===== config.mk =====
export PLATFORM = sky130hd
export DESIGN_NAME = serial_add4
export DESIGN_NICKNAME = d
export VERILOG_FILES = /design/src/rtl/serial_add_pkg.sv /design/src/rtl/full_add1.sv /design/src/rtl/serial_add4.sv
export SDC_FILE = /design/constraint.sdc
export NUM_CORES = 1
export LEC_CHECK = 0
export BUFFER_PORTS_ARGS = -buffer_cell sky130_fd_sc_hd__buf_2
export CORE_MARGIN = 1.5
export CORE_UTILIZATION = 39
export CTS_CLUSTER_DIAMETER = 150
export DETAILED_ROUTE_END_ITERATION = 10
export GPL_ROUTABILITY_DRIVEN = 0
export PLACE_DENSITY = 0.63
export SLEW_MARGIN = 40
export SYNTH_ARGS = -nofsm -noshare
export SYNTH_HDL_FRONTEND = slang
export SYNTH_HIERARCHICAL = 1
export SYNTH_SLANG_ARGS = --single-unit
export TNS_END_PERCENT = 10

===== constraint.sdc =====
create_clock -name clk -period 1.92 [get_ports clk]
set_input_delay 0.096 -clock clk [delete_from_list [all_inputs] [get_ports clk]]
set_output_delay 0.096 -clock clk [all_outputs]
set_load 0.01 [all_outputs]

===== src/rtl/serial_add_pkg.sv =====
// Shared constants for the bit-serial adder: default operand width and
// the controller state encoding.
package serial_add_pkg;

  // Operand width used when the parent does not override it.
  localparam int DEFAULT_WIDTH = 4;

  // Controller state encoding, kept as plain 2-bit constants so older
  // sequencers that decode the state bits directly still match.
  typedef logic [1:0] state_t;

  localparam state_t IDLE  = 2'd0;
  localparam state_t SHIFT = 2'd1;
  localparam state_t DONE  = 2'd2;

endpackage


===== src/rtl/full_add1.sv =====
// One-bit full adder cell. Same truth table as the subtractor cell, with
// the borrow chain replaced by a carry chain.
module full_add1 (
  input  logic x,
  input  logic y,
  input  logic cin,
  output logic sum,
  output logic cout
);

  // Sum is the parity of the three inputs; carry is the majority.
  always_comb begin
    sum  = x ^ y ^ cin;
    cout = (x & y) | (cin & (x ^ y));
  end

endmodule


===== src/rtl/serial_add4.sv =====
// Bit-serial ripple adder. One full adder cell and a carry flip-flop
// process the operands LSB first over WIDTH cycles, with a start/busy/done
// handshake so a sequencer can issue back-to-back operations.
module serial_add4
  import serial_add_pkg::*;
#(
  parameter int WIDTH = DEFAULT_WIDTH
) (
  input  logic             clk,
  input  logic             rst_n,
  input  logic             start,
  input  logic [WIDTH-1:0] a,
  input  logic [WIDTH-1:0] b,
  input  logic             ci,
  output logic             busy,
  output logic             done,
  output logic [WIDTH-1:0] s,
  output logic             co
);

  localparam int CW = $clog2(WIDTH);
  localparam logic [CW-1:0] LAST_BIT = CW'(WIDTH - 1);

  state_t           state;
  state_t           state_next;
  logic [WIDTH-1:0] a_sr;
  logic [WIDTH-1:0] b_sr;
  // Holds the WIDTH-1 sum bits already produced; the final bit comes
  // straight from the adder cell when the result is published.
  logic [WIDTH-2:0] sum_sr;
  logic             carry;
  logic [CW-1:0]    count;

  logic             accept;
  logic             last_bit;
  logic             fa_sum;
  logic             fa_cout;
  logic [WIDTH-1:0] sum_cat;

  // The single reused adder cell works on the current LSBs and the carry.
  full_add1 u_cell (
    .x    (a_sr[0]),
    .y    (b_sr[0]),
    .cin  (carry),
    .sum  (fa_sum),
    .cout (fa_cout)
  );

  // Decode the handshake: a request is taken only when not mid-operation,
  // and the last bit is the one processed with count at WIDTH-1.
  always_comb begin
    accept   = start && ((state == IDLE) || (state == DONE));
    last_bit = (state == SHIFT) && (count == LAST_BIT);
    sum_cat  = {fa_sum, sum_sr};
  end

  // Next-state logic; DONE lasts one cycle and may chain straight into SHIFT.
  always_comb begin
    state_next = state;
    case (state)
      IDLE:    if (accept) state_next = SHIFT;
      SHIFT:   if (last_bit) state_next = DONE;
      DONE:    state_next = accept ? SHIFT : IDLE;
      default: state_next = IDLE;
    endcase
  end

  // State register; reset abandons any operation in flight.
  always_ff @(posedge clk or negedge rst_n) begin
    if (!rst_n) begin
      state <= IDLE;
    end else begin
      state <= state_next;
    end
  end

  // Datapath: capture operands on accept, shift one bit per SHIFT cycle,
  // and publish {co,s} only when the final bit has been produced.
  always_ff @(posedge clk or negedge rst_n) begin
    if (!rst_n) begin
      a_sr   <= '0;
      b_sr   <= '0;
      sum_sr <= '0;
      carry  <= 1'b0;
      count  <= '0;
      s      <= '0;
      co     <= 1'b0;
    end else if (accept) begin
      a_sr  <= a;
      b_sr  <= b;
      carry <= ci;
      count <= '0;
    end else if (state == SHIFT) begin
      a_sr   <= a_sr >> 1;
      b_sr   <= b_sr >> 1;
      carry  <= fa_cout;
      sum_sr <= sum_cat[WIDTH-1:1];
      count  <= count + CW'(1);
      if (last_bit) begin
        s  <= sum_cat;
        co <= fa_cout;
      end
    end
  end

  // Status outputs decode directly from the registered state, so busy and
  // done can never be high together.
  always_comb begin
    busy = (state == SHIFT);
    done = (state == DONE);
  end

endmodule


# Word-level counts from Yosys, hierarchy flattened

Index checks and enable logic that the tools add are counted.

Divide/modulo/power cells: 0
Shift-type cells: 0
Reductions and logical operators: 8
$lt $le $gt $ge: 0
Add/subtract/negate cells: 1
Multipliers: 0
Muxes and demuxes: 12
Bitwise logic cells: 6
Equality and inequality tests: 5

Operators by type and width:

| kind                                                             | number |
|---|---|
| 4-bit two-way mux                                                | 4 |
| 2-bit two-way mux                                                | 4 |
| 2-bit one-hot mux with 3 select lines                            | 1 |
| 2-bit == test (second input constant)                            | 2 |
| 2-bit AND reduction                                              | 2 |
| 1-bit two-way mux                                                | 3 |
| 3-bit AND reduction                                              | 1 |
| 2-bit by 1-bit adder with 2-bit output (second input constant)   | 1 |
| 1-bit bitwise AND                                                | 2 |
| 2-bit by 1-bit == test with 1-bit output (second input constant) | 1 |
| 1-bit logical AND                                                | 2 |
| 2-bit logical NOT                                                | 1 |
| 2-bit by 1-bit != test with 1-bit output (second input constant) | 1 |
| 2-bit != test (second input constant)                            | 1 |
| 2-bit nonzero test                                               | 1 |
| 1-bit XOR                                                        | 2 |
| 1-bit logical OR                                                 | 1 |
| 1-bit NOT                                                        | 1 |
| 1-bit bitwise OR                                                 | 1 |

Bits in latches: 0
Word-level logic and storage cells: 40
Input port bits: 12
Bits in read-only memories: 0
Memories: 0
Register bits: 21
RAM bits: 0
Output and inout bits: 7

# Logic depth before layout (Yosys ltp)

Gate-level depths: netlist (run 1).

Depth in word-level cells: 5
Gate-level depth with buffers: 6

# By module

Netlist (run 1), hierarchy kept.

By module, submodules not included:

| module      | cells an instance | times used | area each (um^2) |
|---|---|---|---|
| serial_add4 | 83                | 1          | 974.7 |
| full_add1   | 1                 | 1          | 20.0 |

# Worst setup path after synthesis (run 1)

Ideal clock, no wire load.

Kind: flip-flop to flip-flop
Start point: register state[1]
End point: register co
Data arrival time: 1185 ps
Cell stages (with the launch flop): 7
Period minus slack after synthesis: 1310 ps
Path slack: 610 ps
Buffers on the path: 2
Library setup time: 125 ps
Cells stage by stage: dfrtp_1 buf_6 nand2b_4 buf_6 inv_12 nand2_8 mux2_4

Elaborated cells on any way between the ends: 8
Classes of those cells: eq/ne: 2; bitwise: 1; reduce/logical: 5

RTL lines:

| what                                       | RTL line           | source |
|---|---|---|
| start: declaration                         | serial_add4.sv:24  | `state_t state;` |
| start signal: assignment                   | serial_add4.sv:73  | `state <= state_next;` |
| 2-bit by 1-bit == test with 1-bit output * | -                  |  |
| named net busy                             | serial_add4.sv:15  | `output logic busy,` |
| 1-bit logical AND                          | serial_add4.sv:53  | `last_bit = (state == SHIFT) && (count == LAST_BIT);` |
| 3-bit AND reduction (no source line) *     | -                  |  |
| end signal: assignment                     | serial_add4.sv:101 | `co <= fa_cout;` |
| end: declaration                           | serial_add4.sv:18  | `output logic co` |

The timed path passes the listed nets; every way through them passes the cells marked *.
A chain may end at the register's enable or synchronous reset.

# Worst setup path after layout (run 1)

Start point: register state[0]
End point: output port busy

Longest elaborated chain between the ends: 1

Ends and longest elaborated chain:

| what                                     | RTL line           | source |
|---|---|---|
| 2-bit by 1-bit == test with 1-bit output | serial_add4.sv:109 | `busy = (state == SHIFT);` |
| end: declaration                         | serial_add4.sv:15  |  |

Every way passes these cells.

==> impl_metrics.tcl, run 1 <==
set metrics [dict create \
    layout_common_cells "sky130_fd_sc_hd__dfrtp_1, sky130_fd_sc_hd__buf_2, sky130_fd_sc_hd__nand2_1" \
    cts-root-to-sink-buffers 2 \
    met1_usage_pct 18.67 \
    timing.max_slew.rel_slack_pct 70.29 \
    maxCapViolCount 0 \
    synth_top_cell_by_area "sky130_fd_sc_hd__dfrtp_1" \
    syn2layout_area_growth_pct 13.84 \
    outcome "completed" \
    final_max_slew_viol_count 0 \
    synthAdderAreaFrac_pct 3.270 \
    cts.repair_timing.setup_buffer_count 0 \
    grt_first_pass_wirelength_mm 2.739 \
    critPathRequiredTime_ns 1.82 \
    synthDistinctLibCells 24 \
    crit_type "register to output pin" \
    avgViaCountPerCell 4.932 \
    detailedRoute.firstIterationViolations 18 \
    worst_clock_skew_ns 0.005054 \
    place_worst_setup_slack_ns 0.5199 \
    routed_wire_length_per_instance_um 11.74 \
    die-area_sq_um 2862 \
    layout_commonest_cell "sky130_fd_sc_hd__dfrtp_1" \
    p_leak_uw 0.0005419 \
    io_buffers 18 \
    tritoncts "built" \
    worst_skew_pair.late_latency_ns 0.29 \
    synthesis.area_per_instance_sq_um 11.84 \
    antenna_left 0 \
    cts_buffers 3 \
    synth_seq_cells 21 \
    end_kind "output pin" \
    standard_cell_row_count 18 \
    core_area_sq_um 2455 \
    synth_top_area_share_pct 52.83 \
    final_cells 133 \
    yosys_warnings 6 \
    synth_fp_nets 98 \
    clock-root-buffer "sky130_fd_sc_hd__clkbuf_4" \
    setup-violations-final 0 \
    number_of_global_route_vias_before_repair 616 \
    timing.final.crit_share_pct 76.01 \
    dpl.cell_count 128 \
    wirelength_mm 1.562 \
    fp.dieH_um 53.50 \
    dominant_combinational_cell_family_by_area_after_synthesis "simple AND/OR/NAND/NOR gates" \
    final_layout_size_suffix_gt1_share_pct 31.07 \
    globalRouteMet3Util_pct 2.542 \
    floorplan.initialDensity_pct 40.52 \
    yosys-mux-area-fraction_pct 11.70 \
    ff2ff_path_depth 4 \
    layout.nets 118 \
    grt_resource_usage_total_pct 13.10 \
    pin_count_of_the_biggest_net_entering_global_routing 22 \
    max-vdd-ir-drop_mv 0.6973 \
    critPathArrivalTime_ns 1.36 \
    place.detailed.hpwl_mm 1.213 \
    cts.htree.levels 1 \
    grt_antenna_before_repair 0 \
    io_pins 19 \
    drt_first_pass_iters 4 \
    overflow 0 \
    max_freq_ghz 0.6852 \
    mappedNetlistArea_sq_um 994.7 \
    grt_setup_unrepaired "false" \
    synth_compound_area_share_pct 9.937 \
    setup-tns-final_ns 0 \
    synth_cells 84 \
    cts.clk_slew.worst_paths_ns 0.11 \
    path_max_fanout 14 \
    antennaDiodeCount 0 \
    die_x_um 53.50 \
    grtUsageMet2_pct 20.16 \
    hold_path_depth 2 \
    timing.hold.worst.class "primary input to register" \
    cts.sinks 21 \
    vias 656 \
    post_synth_xor_area_fraction_pct 0.8805 \
    cp-start-kind "register" \
    final_critical_path_setup_slack_ns 0.4607 \
    drc_errors 0 \
    final_hold_viol_count 0 \
    power-per-cell-area_nw_per_um2 1663 \
    synth_area_in_simple_gates_pct 15.85 \
    worst_pin_slew_ns 0.4457 \
    sequential_to_total_area_share_from_yosys_stat_pct 52.83 \
    grt-busiest-layer "met2" \
    layout_min_cycle_time_ns 1.459 \
    netlist_top_cells_area "sky130_fd_sc_hd__dfrtp_1, sky130_fd_sc_hd__mux2_4, sky130_fd_sc_hd__nand2_1, sky130_fd_sc_hd__nor2b_1, sky130_fd_sc_hd__mux2i_1" \
]
-- cell type report --
class,instances,area (sq um)
inverter,2,20.02
fill,241,1323
clock inverter,1,5.005
clock buffer,3,22.52
tap,30,37.54
sequential,21,525.5
multi-input combinational,56,414.1
timing repair buffer,20,107.6
-- cells by family (layout without fill, tap and decap cells) --
| kind of cell | after synthesis | count (layout) |
|---|---|---|
| fa+ha+maj | 2 | 2 |
| compound gates | 15 | 15 |
| buf+inv | 7 | 26 |
| xor+xnor | 1 | 1 |
| simple gates | 29 | 29 |
| mux | 9 | 9 |
| flops | 21 | 21 |
-- power breakdown --
group          switching, uW  total, uW  internal [uW]
logic                    407        846            438
registers                181        836            654
clock network            125        202           77.3
-- worst max-delay path: stages, from the launching register on --
cell	delay [ns]
sky130_fd_sc_hd__dfrtp_1	0.62
sky130_fd_sc_hd__nand2b_4	0.19
sky130_fd_sc_hd__inv_12	0.12
sky130_fd_sc_hd__buf_2	0.14
-- cell usage after synthesis, drive strengths merged --
cell type  count
dfrtp         21
nand2         11
mux2           6
nor2           6
nor2b          5
nor3           4
o22ai          4
a211oi         3
a21oi          3
a22o           3
buf            3
mux2i          3
nand2b         3
clkbuf         2
inv            2
o21ai          2
fa             1
ha             1
xnor2          1
-- state kept, by name, indices dropped and copies added, names as in the netlist --
name and flops:
count 2, co 1, a_sr 4, state 2
carry 1, s 4, b_sr 4, sum_sr 3
-- stage by stage --
step                cell area (sq um)  utilization (%)  hold WS, ns  total power, uW
finish                           1132            46.13      0.01966             1883
global route                     1132            46.13     0.006449             2070
CTS                              1132            46.13     0.009926             1918
detailed placement               1095            44.60      0.07429             1713
global placement                 1095            44.60      0.07209             1697
floorplan                       994.7                -      -0.1996             1523
-- per-layer routing --
layer | part of all wire, % | routed length (um)
met1 | 48 | 746
met2 | 48 | 751
met3 | 3.5 | 54
met4 | 0.64 | 10
met5 | 0 | 0
-- repair_timing --
item / CTS / global route
hold endpoints to repair: 21 / 0
hold buffers: 1 / 0
gates resized for setup: 0 / 0
-- path summary, 6_finish.rpt --
path	from	end	slack, ns
setup / recovery	state[0]	busy	0.46
hold / removal	a[3]	a_sr[3]	0.02
setup reg to reg	state[0]	s[2]	0.51
hold reg to reg	sum_sr[0]	sum_sr[0]	0.50
max in group asynchronous	rst_n	state[0]	1.34
min in group asynchronous	rst_n	s[1]	0.27
No activity file was read; power rests on OpenSTA's default activity.
==> run 2: changes to the inputs <==
PLACE_DENSITY = 0.65   (was 0.63)
clock period = 1.3 ns   (was 1.92 ns; I/O delays follow)
==> run 2 against run 1 <==
  * Critical path depth fell by 1
  * Cell count increased by 5.3%
  * Largest power group unchanged
  * First-iteration DRC count decreased by 72%
  * Via count is 8.1% higher
  * Critical endpoint is now s[3]
  * Register-to-register slack worse by 0.50 ns
  * Non-clock buffer count up 7
  * Sequential cell count did not move
  * Global-route usage grew 2.4 points
  * Wire length up 21%
  * Power grew 56%
==> impl_metrics.tcl, run 2 (synthesis results as in run 1) <==
set metrics [dict create \
    outcome "completed" \
    vias 709 \
    antennaDiodeCount 0 \
    final_critical_path_setup_slack_ns 0.008834 \
    cts.repair_timing.setup_buffer_count 0 \
    number_of_global_route_vias_before_repair 701 \
    final_cells 140 \
    worst_pin_slew_ns 0.4744 \
    fp.dieH_um 53.50 \
    detailedRoute.firstIterationViolations 5 \
    core_area_sq_um 2455 \
    layout_min_cycle_time_ns 1.291 \
    timing.hold.worst.class "primary input to register" \
    end_kind "register" \
    cts-root-to-sink-buffers 2 \
    final_max_slew_viol_count 0 \
    fillerInstances 228 \
    critPathRequiredTime_ns 1.50 \
    setup-violations-final 0 \
    place_worst_setup_slack_ns 0.01798 \
    avgViaCountPerCell 5.064 \
    holdWs_ns 0.01085 \
    dpl.cell_count 132 \
    regToRegSetupSlack_ns 0.009 \
    worst_clock_skew_ns 0.006918 \
    p_seq_share_pct 40.7 \
    floorplan.initialDensity_pct 40.52 \
    cts.clk_slew.worst_paths_ns 0.12 \
    syn2layout_area_growth_pct 20.38 \
    layout.nets 125 \
    comb_power_share_pct 48.6 \
    power.switching_uw 1121 \
    standard_cell_row_count 18 \
    die-area_sq_um 2862 \
    wirelength_mm 1.892 \
    max-vdd-ir-drop_mv 1.176 \
    critPathTopFamily "adder cells" \
    timing.max_slew.rel_slack_pct 68.37 \
    tritoncts "built" \
    post-route-cell-area_sq_um 1197 \
    grt_first_pass_wirelength_mm 3.084 \
    io_buffers 18 \
    cts.sinks 21 \
    final_util_pct 48.78 \
    p_leak_uw 0.0005748 \
    final_layout_size_suffix_gt1_share_pct 33.64 \
    worst_skew_pair.late_latency_ns 0.30 \
    crit_type "register to register" \
    cpMaxStageDelayCell "sky130_fd_sc_hd__fa_1" \
    maxCapViolCount 0 \
    final_hold_viol_count 0 \
    layout_top_registers "a_sr (4), b_sr (4), s (4)" \
    critPathMaxStageDelay_ns 0.49 \
    path_max_fanout 3 \
    overflow 0 \
    layout_commonest_cell "sky130_fd_sc_hd__dfrtp_1" \
    layout_common_cells "sky130_fd_sc_hd__dfrtp_1, sky130_fd_sc_hd__buf_2, sky130_fd_sc_hd__nand2_1" \
    power-per-cell-area_nw_per_um2 2452 \
    internal_power_uw 1814 \
    grt_setup_unrepaired "true" \
    cts.htree.levels 1 \
    timing.final.crit_share_pct 99.32 \
    crit_path_cell_trace "fa_1, mux2_4" \
    grt_resource_usage_total_pct 15.46 \
    cts_buffers 3 \
    io_pins 19 \
    place.detailed.hpwl_mm 1.399 \
    die_x_um 53.50 \
    drc_errors 0 \
    power.switching_fraction_pct 38.20 \
    cp-start-kind "register" \
    standard_cell_area_after_detailed_placement_sq_um 1125 \
    max_freq_ghz 0.7745 \
    cp_num_buf_inv 0 \
    grt_antenna_before_repair 0 \
    critPathArrivalTime_ns 1.49 \
    antenna_left 0 \
    clock-root-buffer "sky130_fd_sc_hd__clkbuf_4" \
    routed_wire_length_per_instance_um 13.51 \
    drt_first_pass_iters 6 \
    clockPowerShare_pct 10.8 \
    pin_count_of_the_biggest_net_entering_global_routing 22 \
]
-- run 2: cell types whose count changed in the layout (fill, tap and decap cells not counted), sizes merged --
cell | before | now
buf | 19 | 23
dlygate4sd3 | 1 | 4
-- run 2: repair_timing --
action                                  4_1_cts  5_1_grt
hold buffers                                  4        0
hold endpoints to repair                     24        0
endpoints found under the setup margin        0        3
resized for setup                             0        2
-- run 2: final timing paths --
kind,start,end,depth (start not counted)
max in group asynchronous,rst_n,state[0],2
max reg2reg,b_sr[0],s[3],2
min in group asynchronous,rst_n,s[0],2
min,a[1],a_sr[1],3
max,b_sr[0],s[3],2
min reg2reg,sum_sr[0],sum_sr[0],2
-- run 2: stage by stage --
| step | setup TNS [ns] | total power (uW) |
|---|---|---|
| floorplan | -0.04942 | 2249 |
| global placement | 0 | 2567 |
| detailed placement | 0 | 2632 |
| CTS | 0 | 2957 |
| global route | -0.02908 | 3184 |
| finish | 0 | 2936 |
-- run 2: power by group through the flow --
| stage | Combinational [uW] | Sequential, uW | Clock, uW |
|---|---|---|---|
| floorplan | 1060 | 1190 | 0 |
| global placement | 1390 | 1180 | 0 |
| global route | 1600 | 1230 | 353 |
| CTS | 1440 | 1190 | 327 |
| finish | 1430 | 1190 | 316 |
| detailed placement | 1430 | 1210 | 0 |
-- run 2: routing by layer --
layer  GRT usage [%]  wire (um)  share of wire, %
met5               0          0                 0
met4           8.547         12              0.63
met3           3.390         58               3.1
met2           25.31        987                52
met1           18.75        833                44
-- run 2: tightest hold or removal path, stage by stage --
cell and delay, ns:
sky130_fd_sc_hd__buf_2 0.08, sky130_fd_sc_hd__o22ai_1 0.05, sky130_fd_sc_hd__nor2_1 0.09
-- run 2: area by class of cell --
cell class / instances / area [sq um] / share of cell area (%)
clock inverter: 1 / 5.005 / 0.4180
inverter: 2 / 20.02 / 1.672
sequential: 21 / 526.8 / 43.99
clock buffer: 3 / 22.52 / 1.881
tap: 30 / 37.54 / 3.135
timing repair buffer: 27 / 171.4 / 14.32
multi-input combinational: 56 / 414.1 / 34.59
